$ cat config.mk
export PLATFORM = sky130hd
export DESIGN_NAME = alu_seq_unit
export DESIGN_NICKNAME = d
export VERILOG_FILES = /design/src/rtl/alu_seq_unit.sv
export SDC_FILE = /design/constraint.sdc
export NUM_CORES = 1
export LEC_CHECK = 0
export BUFFER_PORTS_ARGS = -buffer_cell sky130_fd_sc_hd__clkbuf_2
export CAP_MARGIN = 15
export CELL_PAD_IN_SITES_DETAIL_PLACEMENT = 1
export CELL_PAD_IN_SITES_GLOBAL_PLACEMENT = 1
export CORE_MARGIN = 2
export CORE_UTILIZATION = 25
export CTS_BUF_LIST = sky130_fd_sc_hd__clkbuf_4 sky130_fd_sc_hd__clkbuf_8
export CTS_CLUSTER_SIZE = 16
export DETAILED_ROUTE_END_ITERATION = 6
export PLACE_DENSITY = 0.68
export SLEW_MARGIN = 20
export SYNTH_ARGS = -nofsm -noshare
export SYNTH_HDL_FRONTEND = slang
export SYNTH_SLANG_ARGS = --single-unit
$ cat constraint.sdc
create_clock -name clk -period 0.8 [get_ports clk]
set_input_delay 0.08 -clock clk [delete_from_list [all_inputs] [get_ports clk]]
set_output_delay 0.08 -clock clk [all_outputs]
set_load 0.05 [all_outputs]
$ cat src/rtl/alu_seq_unit.sv
// alu_seq_unit: registered ALU with built-in ALUOp/function decode and an
// iterative shift-add multiplier behind a start/done handshake.
// Single-cycle operations complete one clock after start. A multiply takes
// WIDTH iterations after the start cycle.
// Build option: define ALU_MULT_EN to compile in the multiplier datapath and
// the MUL state. Without it, the MULT code decodes as illegal, busy is tied
// low, and the unit never leaves IDLE.

module alu_seq_unit #(
   parameter int WIDTH = 32
) (
   input  logic             clk,
   input  logic             reset,
   input  logic             start,
   input  logic [2:0]       alu_op,
   input  logic [5:0]       alu_function,
   input  logic [WIDTH-1:0] a,
   input  logic [WIDTH-1:0] b,
   output logic             busy,
   output logic             done,
   output logic [WIDTH-1:0] result,
   output logic             zero,
   output logic             illegal
);

   // Internal operation selector produced by the decoder.
   typedef enum logic [2:0] {
      OP_AND,
      OP_OR,
      OP_NOR,
      OP_ADD,
      OP_SUB,
      OP_INC,
      OP_MULT,
      OP_ILLEGAL
   } op_e;

   op_e              op;
   logic [WIDTH-1:0] alu_value;

   // Output registers shared by both build variants.
   logic             done_d,    done_q;
   logic [WIDTH-1:0] result_d,  result_q;
   logic             zero_d,    zero_q;
   logic             illegal_d, illegal_q;

   // Decode {alu_op, alu_function}. The function field only matters for
   // R-type (alu_op = 111); every other ALUOp selects an operation directly.
   always_comb begin
      op = OP_ILLEGAL;
      case (alu_op)
         3'b111: begin
            case (alu_function)
               6'b100100: op = OP_AND;
               6'b100101: op = OP_OR;
               6'b100111: op = OP_NOR;
               6'b100000: op = OP_ADD;
               6'b100010: op = OP_SUB;
               default:   op = OP_ILLEGAL;
            endcase
         end
         3'b100:  op = OP_ADD;
         3'b101:  op = OP_OR;
         3'b001:  op = OP_SUB;
         3'b011:  op = OP_INC;
`ifdef ALU_MULT_EN
         3'b010:  op = OP_MULT;
`else
         3'b010:  op = OP_ILLEGAL;
`endif
         default: op = OP_ILLEGAL;
      endcase
   end

   // Single-cycle datapath. Illegal and MULT codes yield zero here; MULT
   // takes its result from the iterative accumulator instead.
   always_comb begin
      alu_value = '0;
      case (op)
         OP_AND:  alu_value = a & b;
         OP_OR:   alu_value = a | b;
         OP_NOR:  alu_value = ~(a | b);
         OP_ADD:  alu_value = a + b;
         OP_SUB:  alu_value = a - b;
         OP_INC:  alu_value = a + WIDTH'(1);
         default: alu_value = '0;
      endcase
   end

`ifdef ALU_MULT_EN

   // The counter is one bit wider than needed to index WIDTH iterations so
   // that the terminal count can never be reached by wrapping.
   localparam int CNT_W = $clog2(WIDTH) + 1;
   localparam logic [CNT_W-1:0] CNT_LAST = CNT_W'(WIDTH - 1);

   typedef enum logic {
      S_IDLE,
      S_MUL
   } state_e;

   state_e           state_d,  state_q;
   logic [WIDTH-1:0] acc_d,    acc_q;
   logic [WIDTH-1:0] mcand_d,  mcand_q;
   logic [WIDTH-1:0] mplier_d, mplier_q;
   logic [CNT_W-1:0] cnt_d,    cnt_q;
   logic [WIDTH-1:0] acc_sum;

   // One shift-add step: add the shifted multiplicand when the current
   // multiplier LSB is set. Bits shifted past WIDTH are dropped, which gives
   // the low half of the product directly.
   always_comb begin
      acc_sum = acc_q + (mplier_q[0] ? mcand_q : '0);
   end

   // Next-state and datapath control. Requests are only sampled in IDLE, so
   // a start during MUL is simply dropped, and the latched operand copies
   // make the multiply immune to input changes while it runs.
   always_comb begin
      state_d   = state_q;
      acc_d     = acc_q;
      mcand_d   = mcand_q;
      mplier_d  = mplier_q;
      cnt_d     = cnt_q;
      result_d  = result_q;
      zero_d    = zero_q;
      illegal_d = illegal_q;
      done_d    = 1'b0;
      case (state_q)
         S_IDLE: begin
            if (start) begin
               if (op == OP_MULT) begin
                  mcand_d  = a;
                  mplier_d = b;
                  acc_d    = '0;
                  cnt_d    = '0;
                  state_d  = S_MUL;
               end else begin
                  result_d  = alu_value;
                  zero_d    = (alu_value == '0);
                  illegal_d = (op == OP_ILLEGAL);
                  done_d    = 1'b1;
               end
            end
         end
         S_MUL: begin
            acc_d    = acc_sum;
            mcand_d  = mcand_q << 1;
            mplier_d = mplier_q >> 1;
            cnt_d    = cnt_q + CNT_W'(1);
            if (cnt_q == CNT_LAST) begin
               state_d   = S_IDLE;
               result_d  = acc_sum;
               zero_d    = (acc_sum == '0);
               illegal_d = 1'b0;
               done_d    = 1'b1;
            end
         end
         default: state_d = S_IDLE;
      endcase
   end

   // State, multiplier and output registers; reset aborts any multiply.
   always_ff @(posedge clk or posedge reset) begin
      if (reset) begin
         state_q   <= S_IDLE;
         acc_q     <= '0;
         mcand_q   <= '0;
         mplier_q  <= '0;
         cnt_q     <= '0;
         done_q    <= 1'b0;
         result_q  <= '0;
         zero_q    <= 1'b1;
         illegal_q <= 1'b0;
      end else begin
         state_q   <= state_d;
         acc_q     <= acc_d;
         mcand_q   <= mcand_d;
         mplier_q  <= mplier_d;
         cnt_q     <= cnt_d;
         done_q    <= done_d;
         result_q  <= result_d;
         zero_q    <= zero_d;
         illegal_q <= illegal_d;
      end
   end

   // busy covers exactly the iteration cycles; done is raised on the way
   // back to IDLE, so the two never overlap.
   always_comb begin
      busy = (state_q == S_MUL);
   end

`else

   // Without the multiplier every accepted request finishes in one cycle.
   always_comb begin
      result_d  = result_q;
      zero_d    = zero_q;
      illegal_d = illegal_q;
      done_d    = 1'b0;
      if (start) begin
         result_d  = alu_value;
         zero_d    = (alu_value == '0);
         illegal_d = (op == OP_ILLEGAL);
         done_d    = 1'b1;
      end
   end

   // Output registers.
   always_ff @(posedge clk or posedge reset) begin
      if (reset) begin
         done_q    <= 1'b0;
         result_q  <= '0;
         zero_q    <= 1'b1;
         illegal_q <= 1'b0;
      end else begin
         done_q    <= done_d;
         result_q  <= result_d;
         zero_q    <= zero_d;
         illegal_q <= illegal_d;
      end
   end

   // No multi-cycle work exists in this build.
   always_comb begin
      busy = 1'b0;
   end

`endif

   // Drive the registered outputs.
   always_comb begin
      done    = done_q;
      result  = result_q;
      zero    = zero_q;
      illegal = illegal_q;
   end

endmodule

**Word-level counts from Yosys, hierarchy flattened**

Index checks and enable logic that the tools add are counted.

- Output and inout bits: 36
- Input port bits: 76
- Register bits: 35
- Logic and storage cells: 32

- Bitwise gates (word level): 3
- Add/subtract/negate cells: 3
- Reductions and logical operators: 2
- Multiplexer cells: 4
- Equal/unequal tests: 16

Operator list:

| operator | count |
|---|---|
| 32-bit case mux with 6 select lines | 1 |
| 32-bit by 1-bit adder with 32-bit output (second input constant) | 1 |
| 32-bit adder | 1 |
| 32-bit AND | 1 |
| 32-bit zero test | 1 |
| 32-bit inverter | 1 |
| 32-bit bitwise OR | 1 |
| 32-bit subtractor | 1 |
| 6-bit equality test (second input constant) | 5 |
| 3-bit case mux with 5 select lines | 2 |
| 3-bit equality test (second input constant) | 6 |
| 3-bit by 2-bit equality test with 1-bit output (second input constant) | 3 |
| 3-bit by 1-bit equality test with 1-bit output (second input constant) | 2 |
| 3-bit zero test | 1 |
| 1-bit 2-to-1 mux | 1 |

**Longest topological paths before layout**

Gate-level depths: netlist of run 1.

- Depth in word-level cells: 6
- Depth in mapped cells: 25
- Depth with buffers taken out: 20

**Worst setup path after synthesis of run 1**

Ideal clock, no wire load.

- Kind: in2reg
- Start: in alu_function[0]
- End: reg zero_q, in the netlist zero
- Cell stages on the path: 23
- Path slack: -3.699 ns
- Path buffers: 4
- Required time: 0.738 ns
- Library setup time: 0.062 ns
- Arrival: 4.438 ns
- Cells stage by stage: nor3b_1 -> or3_1 -> clkbuf_1 -> and3_1 -> buf_2 -> buf_2 -> nand2_1 -> nor2_1 -> clkbuf_1 -> o31ai_1 -> xor2_1 -> nor2_1 -> ha_1 -> o21a_1 -> a21oi_1 -> o21a_1 -> o21ai_1 -> a311o_1 -> xor2_1 -> a2111oi_0 -> nand4_1 -> nor4_1 -> a41o_1

- Word-level cells in the longest chain between the ends: 6
- Elaborated cells between the ends (all ways): 15
- Classes of those cells: eq/ne (10); mux (3); reduce/logical (2)

Ends and longest elaborated chain:

| element | RTL line | text |
|---|---|---|
| start, declared | 16 | `input logic [5:0] alu_function,` |
| 6-bit equality test | 53 | `case (alu_function)` |
| 3-bit case mux with 5 select lines * | 53 |  |
| 3-bit case mux with 5 select lines * | 51 | `case (alu_op)` |
| 3-bit equality test, or another cell as far along | 79 | `case (op)` |
| 32-bit case mux with 6 select lines * | 79 |  |
| 32-bit zero test * | 204 | `zero_d = (alu_value == '0);` |
| end signal, assigned | 220 | `zero_q <= zero_d;` |
| end, declared | 44 | `logic zero_d, zero_q;` |

Every way passes the cells marked *; elsewhere a longest branch is shown, timed or not.
A chain may end at the register's enable or synchronous reset.

**Worst setup path after layout of run 1**

- Start: in alu_function[4]
- End: reg zero_q, in the netlist zero

Same word-level chain as after synthesis.

==> summary.txt, run 1 <==
Timing
  – Final Setup Violations: 69
  – Hold slack: 0.197 ns
  – Fmax: 228 MHz
  – Fin crit share: 548%
  – Max Slew Vio Count: 0
  – Slew @ Worst Pin: 0.614 ns
  – RSZ-0062 raised after global routing: true
  – Fin. Hold Viols: 0
  – Post-layout minimum cycle time: 4.38 ns
  – Clock skew: 0 ns
  – Worst rel slew slack: 58.8%
  – Final WS setup: -3.58 ns

Route
  – Total iterations of the first detailed-routing run: 5
  – Vias per inst: 5.78
  – # DRC: 0
  – Initial drt markers: 567
  – Final wirelength: 36,300 um
  – Antenna Nets Post-Route: 0
  – Via count: 8,815
  – Mean routed wirelength per cell: 23.8 um

Finish
  – Antenna fix cells: 0
  – Commonest non-fill, non-tap cells in the layout: buf_4 (330), nor2_1 (80), clkbuf_2 (68)
  – Syn-to-layout area delta: 99.8%
  – Commonest non-fill, non-tap cell in the layout: buf_4
  – Final nets: 1,355
  – Final instance area: 0.0115 mm^2
  – Layout cell share with drive strength beyond 1: 57.4%
  – Multi-input gate area: 0.00608 mm^2
  – Fillers: 2,610
  – Register Area: 877 um^2

Synthesis
  – Avg Cell Area, Syn: 7.20 um^2
  – Top_reg_cell synth: dfrtp_1
  – Synth unique cells: 76
  – Seq/Total Area, Yosys: 15.3%
  – FF+latch count, synth: 35
  – Syn_nets: 912
  – Post-Syn Instances: 796
  – Ys async rst share: 100%
  – Post-Syn Area: 0.00573 mm^2
  – Yosys warns: 0
  – EDFF count, synth: 0

Clocking
  – CTS Buf Count: 5
  – Clk buf depth: 2
  – Root buf cell: clkbuf_8
  – Clk pin slew, worst setup/hold paths: 0.07 ns
  – CTS tree: built
  – Worst skew pair latency: 0.30 ns
  – CTS sink count: 35
  – H-tree levels: 2

Worst setup path
  – Worst setup EP type: flop
  – Type of origin of the critical path: primary input
  – Critical path type: in2reg
  – Critical Path RT: 1.03 ns
  – Critical Path AT: 4.62 ns
  – R2R setup slack: -0.18 ns
  – Critical path fanouts, max: 3

GRT
  – First-pass GRT wire length: 50,800 um
  – Initial antenna violation count: 0
  – GRT Total Usage: 26.8%
  – Largest net degree at the start of global routing: 31
  – Grt ovf: 0
  – Vias in the first global route: 9,165

Die
  – Die ar.: 0.0241 mm^2
  – # IOs: 112
  – Die height: 155 um
  – Initial cell density of the core: 25.4%
  – Site row count: 55
  – Core Region: 0.0226 mm^2
  – Die width: 155 um

Power
  – Int Pwr: 8.36 mW
  – Sequential power share: 15.0%
  – Leakage: 5.02 nW
  – Combinational share of power: 76.2%
  – Clock power share: 8.8%
  – Worst vdd ir: 0.886 mV
  – Switch share: 46.8%
  – PwrDens: 1370 mW/mm^2
  – Net Switching: 7.35 mW

Status
  – Run status: finished, violations left
  – Failing checks: negative setup slack

Flow run
  – Max Cap Viol: 0

Placement
  – DP HPWL: 24,400 um
  – GPL Wtd Cong: 0.942
  – Placed Instance Area: 0.00910 mm^2
  – PortBufs: 110

Worst hold path
  – Hold Path Class: in2reg
[per-stage QoR]
step	util [%]	TNS [ns]	worst slack (ns)	cells	total power, mW
after CTS	47.6	-93.66	-3.37	1507	14.0
after detailed placement	40.3	-102.17	-3.89	1448	10.8
after floorplan	-	-86.11	-3.36	796	6.88
after global routing	50.7	-102.49	-3.71	1525	16.3
final	50.7	-98.56	-3.58	1525	15.7
after global placement	40.3	-98.85	-3.70	1448	10.6
[registers in the layout, indices dropped and copies added, names as in the netlist]
register / count
illegal: 1
done: 1
result: 32
zero: 1
[what timing repair did]
action | in CTS | in global routing
setup buffers | 61 | 27
hold buffers | 1 | 0
setup endpoints to repair | 69 | 69
hold endpoints to repair | 34 | 0
gates resized for setup | 230 | 141
pin swaps | 103 | 107
[final timing paths]
check | cells past startpoint | end | from
worst max-delay path | 24 | zero$_DFFE_PP1P_ | alu_function[4]
worst max register to register | 3 | result[6]$_DFFE_PP0P_ | result[6]$_DFFE_PP0P_
min in group asynchronous | 3 | result[9]$_DFFE_PP0P_ | reset
max in group asynchronous | 4 | zero$_DFFE_PP1P_ | reset
worst min-delay path | 3 | result[15]$_DFFE_PP0P_ | start
worst min register to register | 1 | result[2]$_DFFE_PP0P_ | result[2]$_DFFE_PP0P_
[cells by family after synthesis]
logic type	count (synthesis)	synth area share, %
other cells	1	0.0654
simple gates	294	25.9
compound gates	292	34.0
mux	10	1.94
xor+xnor	51	7.79
fa+ha+maj	49	10.4
flops	35	15.3
buf+inv	64	4.52
[power by group through the flow]
| stage | clock network [mW] | registers (mW) | logic (mW) |
|---|---|---|---|
| after global placement | 0 | 2.26 | 8.34 |
| after CTS | 1.37 | 2.26 | 10.4 |
| after detailed placement | 0 | 2.26 | 8.52 |
| final | 1.38 | 2.36 | 12.0 |
| after floorplan | 0 | 3.24 | 3.64 |
| after global routing | 1.45 | 2.39 | 12.5 |
[cell usage after synthesis (9+ instances only)]
library cell | instances | area (um^2)
dfrtp_1 | 34 | 851
a21oi_1 | 91 | 455
o211ai_1 | 11 | 82.6
or4_1 | 9 | 67.6
or3_1 | 19 | 119
o21ai_0 | 45 | 225
nor2_1 | 87 | 327
nor3_1 | 33 | 165
ha_1 | 39 | 488
xor2_1 | 31 | 272
xnor2_1 | 20 | 175
clkbuf_1 | 37 | 139
mux2_2 | 9 | 101
nand4_1 | 12 | 75.1
nand2_1 | 57 | 214
a21o_1 | 21 | 158
and3_1 | 12 | 75.1
o21a_1 | 10 | 75.1
a211oi_1 | 9 | 67.6
nor4_1 | 10 | 62.6
inv_1 | 17 | 63.8
nand3_1 | 21 | 105
maj3_1 | 9 | 90.1
o22ai_1 | 10 | 62.6
[critical path, stage by stage]
cell and delay (ns):
buf_6 0.10, or3b_4 0.40, a211o_1 0.31, and2_4 0.17, nand2_4 0.08, nor2_4 0.05
buf_12 0.13, buf_6 0.11, nand2_4 0.04, xor2_1 0.16, nor2_1 0.10, ha_1 0.36
buf_6 0.12, nand4_1 0.15, a211oi_2 0.36, nor3b_2 0.11, o21ai_2 0.15, xnor2_1 0.16
o22ai_2 0.13, a2111oi_1 0.52, buf_4 0.21, nand4_1 0.17, nor4_2 0.22, a41o_1 0.20
[metal layers]
metal / vias to the layer above / wire length (um) / track usage (%) / share of wire [%]
met5: - / 0 / 0 / 0
met4: 0 / 2150 / 10.0 / 5.9
met3: 114 / 1690 / 2.12 / 4.7
met2: 373 / 18200 / 49.7 / 50
met1: 4425 / 14200 / 32.2 / 39
li1: 3903 / - / - / -
[cell type report]
cell class                 instances  area share, %
inverter                          17          0.590
timing repair buffer             483           34.8
multi-input combinational        697           53.1
sequential                        35           7.66
clock inverter                     1         0.0437
tap                              285           3.11
clock buffer                       7          0.732
Power figures use the tool's default switching activity.
==> run 2: changes to the inputs <==
CORE_UTILIZATION = 38   (was 25)
PLACE_DENSITY = 0.91   (was 0.68)
==> run 2 against run 1 <==
Against the previous run: the flow now stops in clock tree synthesis; area after synthesis unchanged; synthesized cell count did not move.
==> summary.txt, run 2 <==
Synthesis
  – Seq/Total Area, Yosys: 15.3%
  – Leading area contributor after synthesis: dfrtp_1
  – Ys async rst share: 100%
  – Syn_nets: 912
  – Post-Syn Area: 0.00573 mm^2
  – FF+latch count, synth: 35
  – Yosys warns: 0
  – Synth unique cells: 76
  – Top cells by count, synth: a21oi_1 (91), nor2_1 (87), nand2_1 (57)
  – Top_reg_cell synth: dfrtp_1
  – Share of the synthesized area in the top cell type: 14.8%
  – EDFF count, synth: 0
  – Post-Syn Instances: 796
  – Top cells by area, synth: dfrtp_1 (15%), ha_1 (8.5%), a21oi_1 (7.9%)
  – Most frequent cell after synthesis: a21oi_1
  – Avg Cell Area, Syn: 7.20 um^2

Clocking
  – Clk buf depth: 2
  – CTS Hold Bufs: 1
  – H-tree levels: 2
  – Root buf cell: clkbuf_8
  – CTS sink count: 35
  – CTS Buf Count: 5
  – Resized cells post-CTS: 274
  – Post-CTS setup buffers: 74

Status
  – Halt Stage: clock tree synthesis
  – Run status: did not finish
  – Error: [ERROR DPL-0033] detailed placement checks failed during check placement.

Placement
  – GPL Wtd Cong: 1.04
  – DP HPWL: 28,100 um
  – Post-place setup slack: -4.06 ns
  – PortBufs: 110

Die
  – Site row count: 44
  – Die height: 127 um
  – # IOs: 112
  – Die width: 127 um
  – Initial cell density of the core: 39.1%
==> run 2: cell counts after synthesis <==
No cell type changed its count.
==> run 2: cell families after synthesis <==
family	after synthesis	synth area share, %
AOI/OAI and AO/OA	292	34.0
buffers and inverters	64	4.52
adders and majority gates	49	10.4
DFF	35	15.3
muxes	10	1.94
xor gates and xnor gates	51	7.79
and+or+nand+nor	294	25.9
other	1	0.0654
==> run 2: per-stage QoR <==
step           TNS, ns  std cells  cell area [um^2]  utilization, %
3_3_place_gp    -96.91       1330              8780            60.0
2_1_floorplan   -86.11        796              6110               -
3_5_place_dp   -106.10       1330              8780            60.0
==> run 3: changes to the inputs <==
CELL_PAD_IN_SITES_DETAIL_PLACEMENT = unset   (was 1)
CELL_PAD_IN_SITES_GLOBAL_PLACEMENT = unset   (was 1)
CORE_UTILIZATION = 28   (was 38)
CTS_BUF_LIST = unset   (was sky130_fd_sc_hd__clkbuf_4 sky130_fd_sc_hd__clkbuf_8)
CTS_CLUSTER_SIZE = unset   (was 16)
PLACE_DENSITY = unset   (was 0.91)
PLACE_DENSITY_LB_ADDON = 0.15   (was unset)
clock period = 1.04 ns   (was 0.8 ns; I/O delays follow)
==> run 3 against run 2 <==
Against the previous run: the flow now finishes, with violations (negative setup slack).
==> summary.txt, run 3 (same netlist as run 1, synthesis figures left out) <==
Die
  – # IOs: 112
  – Die height: 147 um
  – Site row count: 52
  – Initial cell density of the core: 28.4%
  – Core Region: 0.0202 mm^2
  – Die ar.: 0.0216 mm^2
  – Die width: 147 um

Worst hold path
  – Hold Crit Start: start
  – WHS Endpoint: done$_DFF_PP0_
  – Hold Path Class: in2reg
  – WHS Path Cells: 2

Timing
  – Clock skew: 0 ns
  – Fin crit share: 410%
  – RSZ-0062 raised after global routing: true
  – Max Slew Vio Count: 0
  – Fmax: 234 MHz
  – Hold slack: 0.222 ns
  – Slew @ Worst Pin: 0.480 ns
  – Fin. Hold Viols: 0
  – Final WS setup: -3.23 ns
  – Worst rel slew slack: 67.2%
  – Final Setup Violations: 35
  – Post-layout minimum cycle time: 4.27 ns

Route
  – Antenna Nets Post-Route: 0
  – Vias per inst: 5.32
  – Initial drt markers: 504
  – # DRC: 0
  – Total iterations of the first detailed-routing run: 5
  – Mean routed wirelength per cell: 18.3 um
  – Final wirelength: 27,100 um
  – Via count: 7,887

Flow run
  – Max Cap Viol: 0

Finish
  – Final nets: 1,327
  – Max reg flops: 32
  – Commonest non-fill, non-tap cell in the layout: buf_4
  – Syn-to-layout area delta: 84.7%
  – Commonest non-fill, non-tap cells in the layout: buf_4 (303), nor2_1 (83), clkbuf_2 (82)
  – Layout cell share with drive strength beyond 1: 54.0%
  – Final instance area: 0.0106 mm^2
  – Antenna fix cells: 0
  – Fin util: 52.5%

Clocking
  – Clk pin slew, worst setup/hold paths: 0.05 ns
  – CTS Buf Count: 5
  – Root buf cell: clkbuf_16
  – H-tree levels: 2
  – CTS sink count: 35
  – Worst skew pair latency: 0.28 ns
  – CTS tree: built
  – Clk buf depth: 2

Power
  – Leakage: 4.73 nW
  – PwrDens: 1030 mW/mm^2
  – Worst vdd ir: 0.731 mV
  – Power, Total: 10.9 mW

Worst setup path
  – R2R setup slack: 0.19 ns
  – Critical Path AT: 4.48 ns
  – Cell family with most CP delay: simple AND/OR/NAND/NOR gates
  – Worst r2r dst: zero$_DFFE_PP1P_
  – Crit-path slowest cell: or4_4
  – Worst setup EP type: flop
  – Worst Path Buf+Inv: 3
  – Critical path fanouts, max: 3
  – R2r worst-path depth: 2
  – Critical Path RT: 1.25 ns
  – Type of origin of the critical path: primary input
  – Crit path largest cell delay: 0.53 ns
  – Crit-path cells: buf_6, or4_4, or4_4, or3_4, buf_4, buf_6, o31ai_4, xor2_1, nor2_1, ha_1, a21o_1, a211o_1, a2bb2oi_2, o211ai_1, or3_1, a31oi_1, xnor2_1, a21oi_2, a41o_1
  – Critical R2R Launch: zero$_DFFE_PP1P_
  – Critical path type: in2reg

GRT
  – GRT Total Usage: 24.4%
  – Vias in the first global route: 7,789
  – Grt ovf: 0
  – Largest net degree at the start of global routing: 38
  – Initial antenna violation count: 0
  – First-pass GRT wire length: 41,900 um

Placement
  – DP HPWL: 21,600 um
  – PortBufs: 110
  – GPL Wtd Cong: 0.957
  – Placed Instance Area: 0.00908 mm^2
  – Post-place setup slack: -3.59 ns

Status
  – Failing checks: negative setup slack
  – Run status: finished, violations left
==> run 3: how the worst max path moves through the flow <==
| stage | from | end | slack, ns | cells past startpoint |
|---|---|---|---|---|
| 6_report | b[5] | zero$_DFFE_PP1P_ | -3.23 | 19 |
| 5_1_grt | b[5] | zero$_DFFE_PP1P_ | -3.37 | 19 |
| 4_1_cts | b[5] | zero$_DFFE_PP1P_ | -3.11 | 19 |
| 3_5_place_dp | b[1] | zero$_DFFE_PP1P_ | -3.59 | 19 |
| 3_3_place_gp | alu_function[1] | zero$_DFFE_PP1P_ | -3.46 | 19 |
| 2_1_floorplan | b[8] | zero$_DFFE_PP1P_ | -3.15 | 20 |
==> run 3: cell type report <==
| type | instances | area (um^2) |
|---|---|---|
| multi-input cells | 697 | 5760 |
| repair buffers | 455 | 3400 |
| flip-flops and latches | 35 | 877 |
| clock buffers | 6 | 129 |
| fillers | 2001 | 9590 |
| inverters | 17 | 63.8 |
| clock inverters | 2 | 12.5 |
| well taps | 270 | 338 |
==> run 3: what timing repair did <==
action | CTS | global route
hold buffers | 1 | 0
pin swaps | 108 | 74
setup buffers | 32 | 20
hold endpoints to repair | 34 | 0
resized for setup | 147 | 102
setup endpoints to repair | 37 | 56
==> run 3: layer usage <==
layer / wire, um / global-route usage (%) / vias to the layer above / part of all wire [%]
met5: 0 / 0 / - / 0
met4: 764 / 5.82 / 0 / 2.8
met3: 1100 / 2.39 / 43 / 4.1
met2: 13100 / 42.5 / 202 / 48
met1: 12100 / 32.4 / 3798 / 45
li1: - / - / 3844 / -
==> run 3: report_power, final <==
group,switching [mW],internal (mW),total (mW)
sequential,0.119,1.58,1.70
combinational,4.17,3.58,7.74
clock,0.556,0.883,1.44
total,4.84,6.04,10.9
==> run 3: stage by stage <==
step	cells	TNS (ns)
2_1_floorplan	796	-78.77
3_3_place_gp	1439	-91.61
3_5_place_dp	1439	-93.15
4_1_cts	1472	-79.57
5_1_grt	1482	-86.55
6_report	1482	-82.00
==> run 3: worst register-to-register path: stages, from the launching register on <==
cell and delay [ns]:
dfstp_2 0.55, nor2b_1 0.14, a41o_1 0.10
==> run 4: changes to the inputs <==
RECOVER_POWER = 25   (was unset)
==> run 4 against run 3 <==
Against the previous run: the flow still finishes with violations (negative setup slack); cell count did not move; final area fell by 0.26%; register-to-register slack barely moved; core utilization fell by 0.14 points; combinational power barely moved; non-clock buffer count did not move; first-iteration DRC count fell by 5.2%; power fell by 0.14%; count of clock-buffer cells in the layout did not move; sequential share of layout area barely moved; critical endpoint unchanged; highest routed layer unchanged.
==> summary.txt, run 4 (same netlist as run 1, synthesis figures left out) <==
Status
  – Run status: finished, violations left
  – Failing checks: negative setup slack

Clocking
  – Worst skew pair latency: 0.28 ns
  – Clk pin slew, worst setup/hold paths: 0.06 ns
  – CTS sink count: 35
  – CTS tree: built
  – Root buf cell: clkbuf_16
  – Clk buf depth: 2
  – CTS Buf Count: 5
  – H-tree levels: 2

Placement
  – PortBufs: 110
  – # placed instances: 1,439
  – Post-place setup slack: -3.59 ns
  – GPL Wtd Cong: 0.957
  – DP HPWL: 21,600 um

Timing
  – Setup TNS: -82.20 ns
  – Max Slew Vio Count: 0
  – Post-layout minimum cycle time: 4.26 ns
  – Fmax: 235 MHz
  – Clock skew: 0 ns
  – Final Setup Violations: 35
  – Final WS setup: -3.22 ns
  – Worst rel slew slack: 47.9%
  – Slew @ Worst Pin: 0.782 ns
  – Fin. Hold Viols: 0
  – Fin crit share: 410%
  – RSZ-0062 raised after global routing: true

GRT
  – Vias in the first global route: 7,789
  – Largest net degree at the start of global routing: 38
  – Initial antenna violation count: 0
  – First-pass GRT wire length: 41,900 um
  – Grt ovf: 0
  – GRT Total Usage: 24.4%

Power
  – Worst vdd ir: 0.731 mV
  – Clock power share: 13.3%
  – Switch share: 44.5%
  – Power, Total: 10.9 mW
  – Combinational share of power: 71.1%
  – Int Pwr: 6.03 mW
  – Sequential power share: 15.7%
  – Net Switching: 4.84 mW
  – Leakage: 4.72 nW
  – PwrDens: 1030 mW/mm^2

Worst setup path
  – Worst setup EP type: flop
  – Critical path fanouts, max: 3
  – Type of origin of the critical path: primary input
  – Critical Path RT: 1.25 ns
  – Critical path type: in2reg
  – Critical Path AT: 4.47 ns

Finish
  – Antenna fix cells: 0
  – Fillers: 2,004
  – Multi-input gate area: 0.00576 mm^2
  – Register Area: 877 um^2
  – Fin cells: 1,482
  – Commonest non-fill, non-tap cells in the layout: buf_4 (303), nor2_1 (83), clkbuf_2 (82)
  – Fin util: 52.3%
  – Layout cell share with drive strength beyond 1: 54.0%
  – Commonest non-fill, non-tap cell in the layout: buf_4
  – Final nets: 1,327
  – Syn-to-layout area delta: 84.2%
  – Max reg flops: 32

Die
  – Die width: 147 um
  – # IOs: 112
  – Die ar.: 0.0216 mm^2
  – Site row count: 52
  – Core Region: 0.0202 mm^2
  – Die height: 147 um
  – Initial cell density of the core: 28.4%

Route
  – Vias per inst: 5.35
  – Initial drt markers: 478
  – Met2 Wirelength: 13,100 um
  – Met3 WL: 1210 um
  – Antenna Nets Post-Route: 0
  – Final wirelength: 27,100 um
  – Total iterations of the first detailed-routing run: 6
  – Mean routed wirelength per cell: 18.3 um
  – M1 WL: 12,000 um
  – # DRC: 0
  – Via count: 7,935
  – Uppermost routed layer: met4

Flow run
  – Max Cap Viol: 0

Worst hold path
  – Hold Path Class: in2reg
run 4: cell types whose count changed in the layout (fill, tap and decap cells not counted):
cell / delta
clkbuf_4: +1
buf_12: -2
buf_2: +1
run 4: per-layer routing:
layer | track usage (%) | vias to the layer above
li1 | - | 3843
met1 | 32.4 | 3820
met2 | 42.5 | 234
met3 | 2.39 | 38
met4 | 5.82 | 0
met5 | 0 | -
run 4: critical path: stages:
cell and delay [ns]:
buf_6 0.09, or4_4 0.52, or4_4 0.52, or3_4 0.45, buf_4 0.15, buf_6 0.11, o31ai_4 0.17, xor2_1 0.18
nor2_1 0.07, ha_1 0.23, a21o_1 0.19, a211o_1 0.32, a2bb2oi_2 0.14, o211ai_1 0.17, or3_1 0.40, a31oi_1 0.16
xnor2_1 0.16, a21oi_2 0.10, a41o_1 0.23
run 4: path summary, 6_finish.rpt:
path,from,to,slack [ns],cells past startpoint
setup / recovery,b[5],zero$_DFFE_PP1P_,-3.22,19
hold / removal,start,result[18]$_DFFE_PP0P_,0.29,4
hold reg to reg,result[18]$_DFFE_PP0P_,result[18]$_DFFE_PP0P_,0.49,1
setup reg to reg,zero$_DFFE_PP1P_,zero$_DFFE_PP1P_,0.18,2
max in group asynchronous,reset,zero$_DFFE_PP1P_,0.18,4
min in group asynchronous,reset,result[5]$_DFFE_PP0P_,0.49,4
run 4: metrics by stage:
stage	hold WS (ns)	area [um^2]
after floorplan	0.135	6100
after global placement	0.143	9080
after detailed placement	0.147	9080
after CTS	0.223	10200
after global routing	0.306	10600
final	0.294	10600
run 4: cell type report:
type	instances	area share, %
repair buffers	455	31.9
multi-input cells	697	54.6
clock inverters	2	0.119
clock buffers	6	1.22
well taps	270	3.20
inverters	17	0.605
flip-flops and latches	35	8.31
run 4: repair_timing:
item / CTS / global route
endpoints found under the setup margin: 37 / 56
hold endpoints to repair: 34 / 0
buffers inserted: 32 / 20
gates cloned: 0 / 0
pin swaps: 108 / 74
gates resized for setup: 147 / 102
hold buffers: 1 / 0
run 4: power by group through the flow:
stage,logic [mW],registers (mW),clock network (mW)
after detailed placement,6.48,1.73,0
after global placement,6.47,1.73,0
after global routing,8.23,1.74,1.53
after floorplan,2.80,2.49,0
final,7.73,1.70,1.44
after CTS,7.23,1.71,1.48
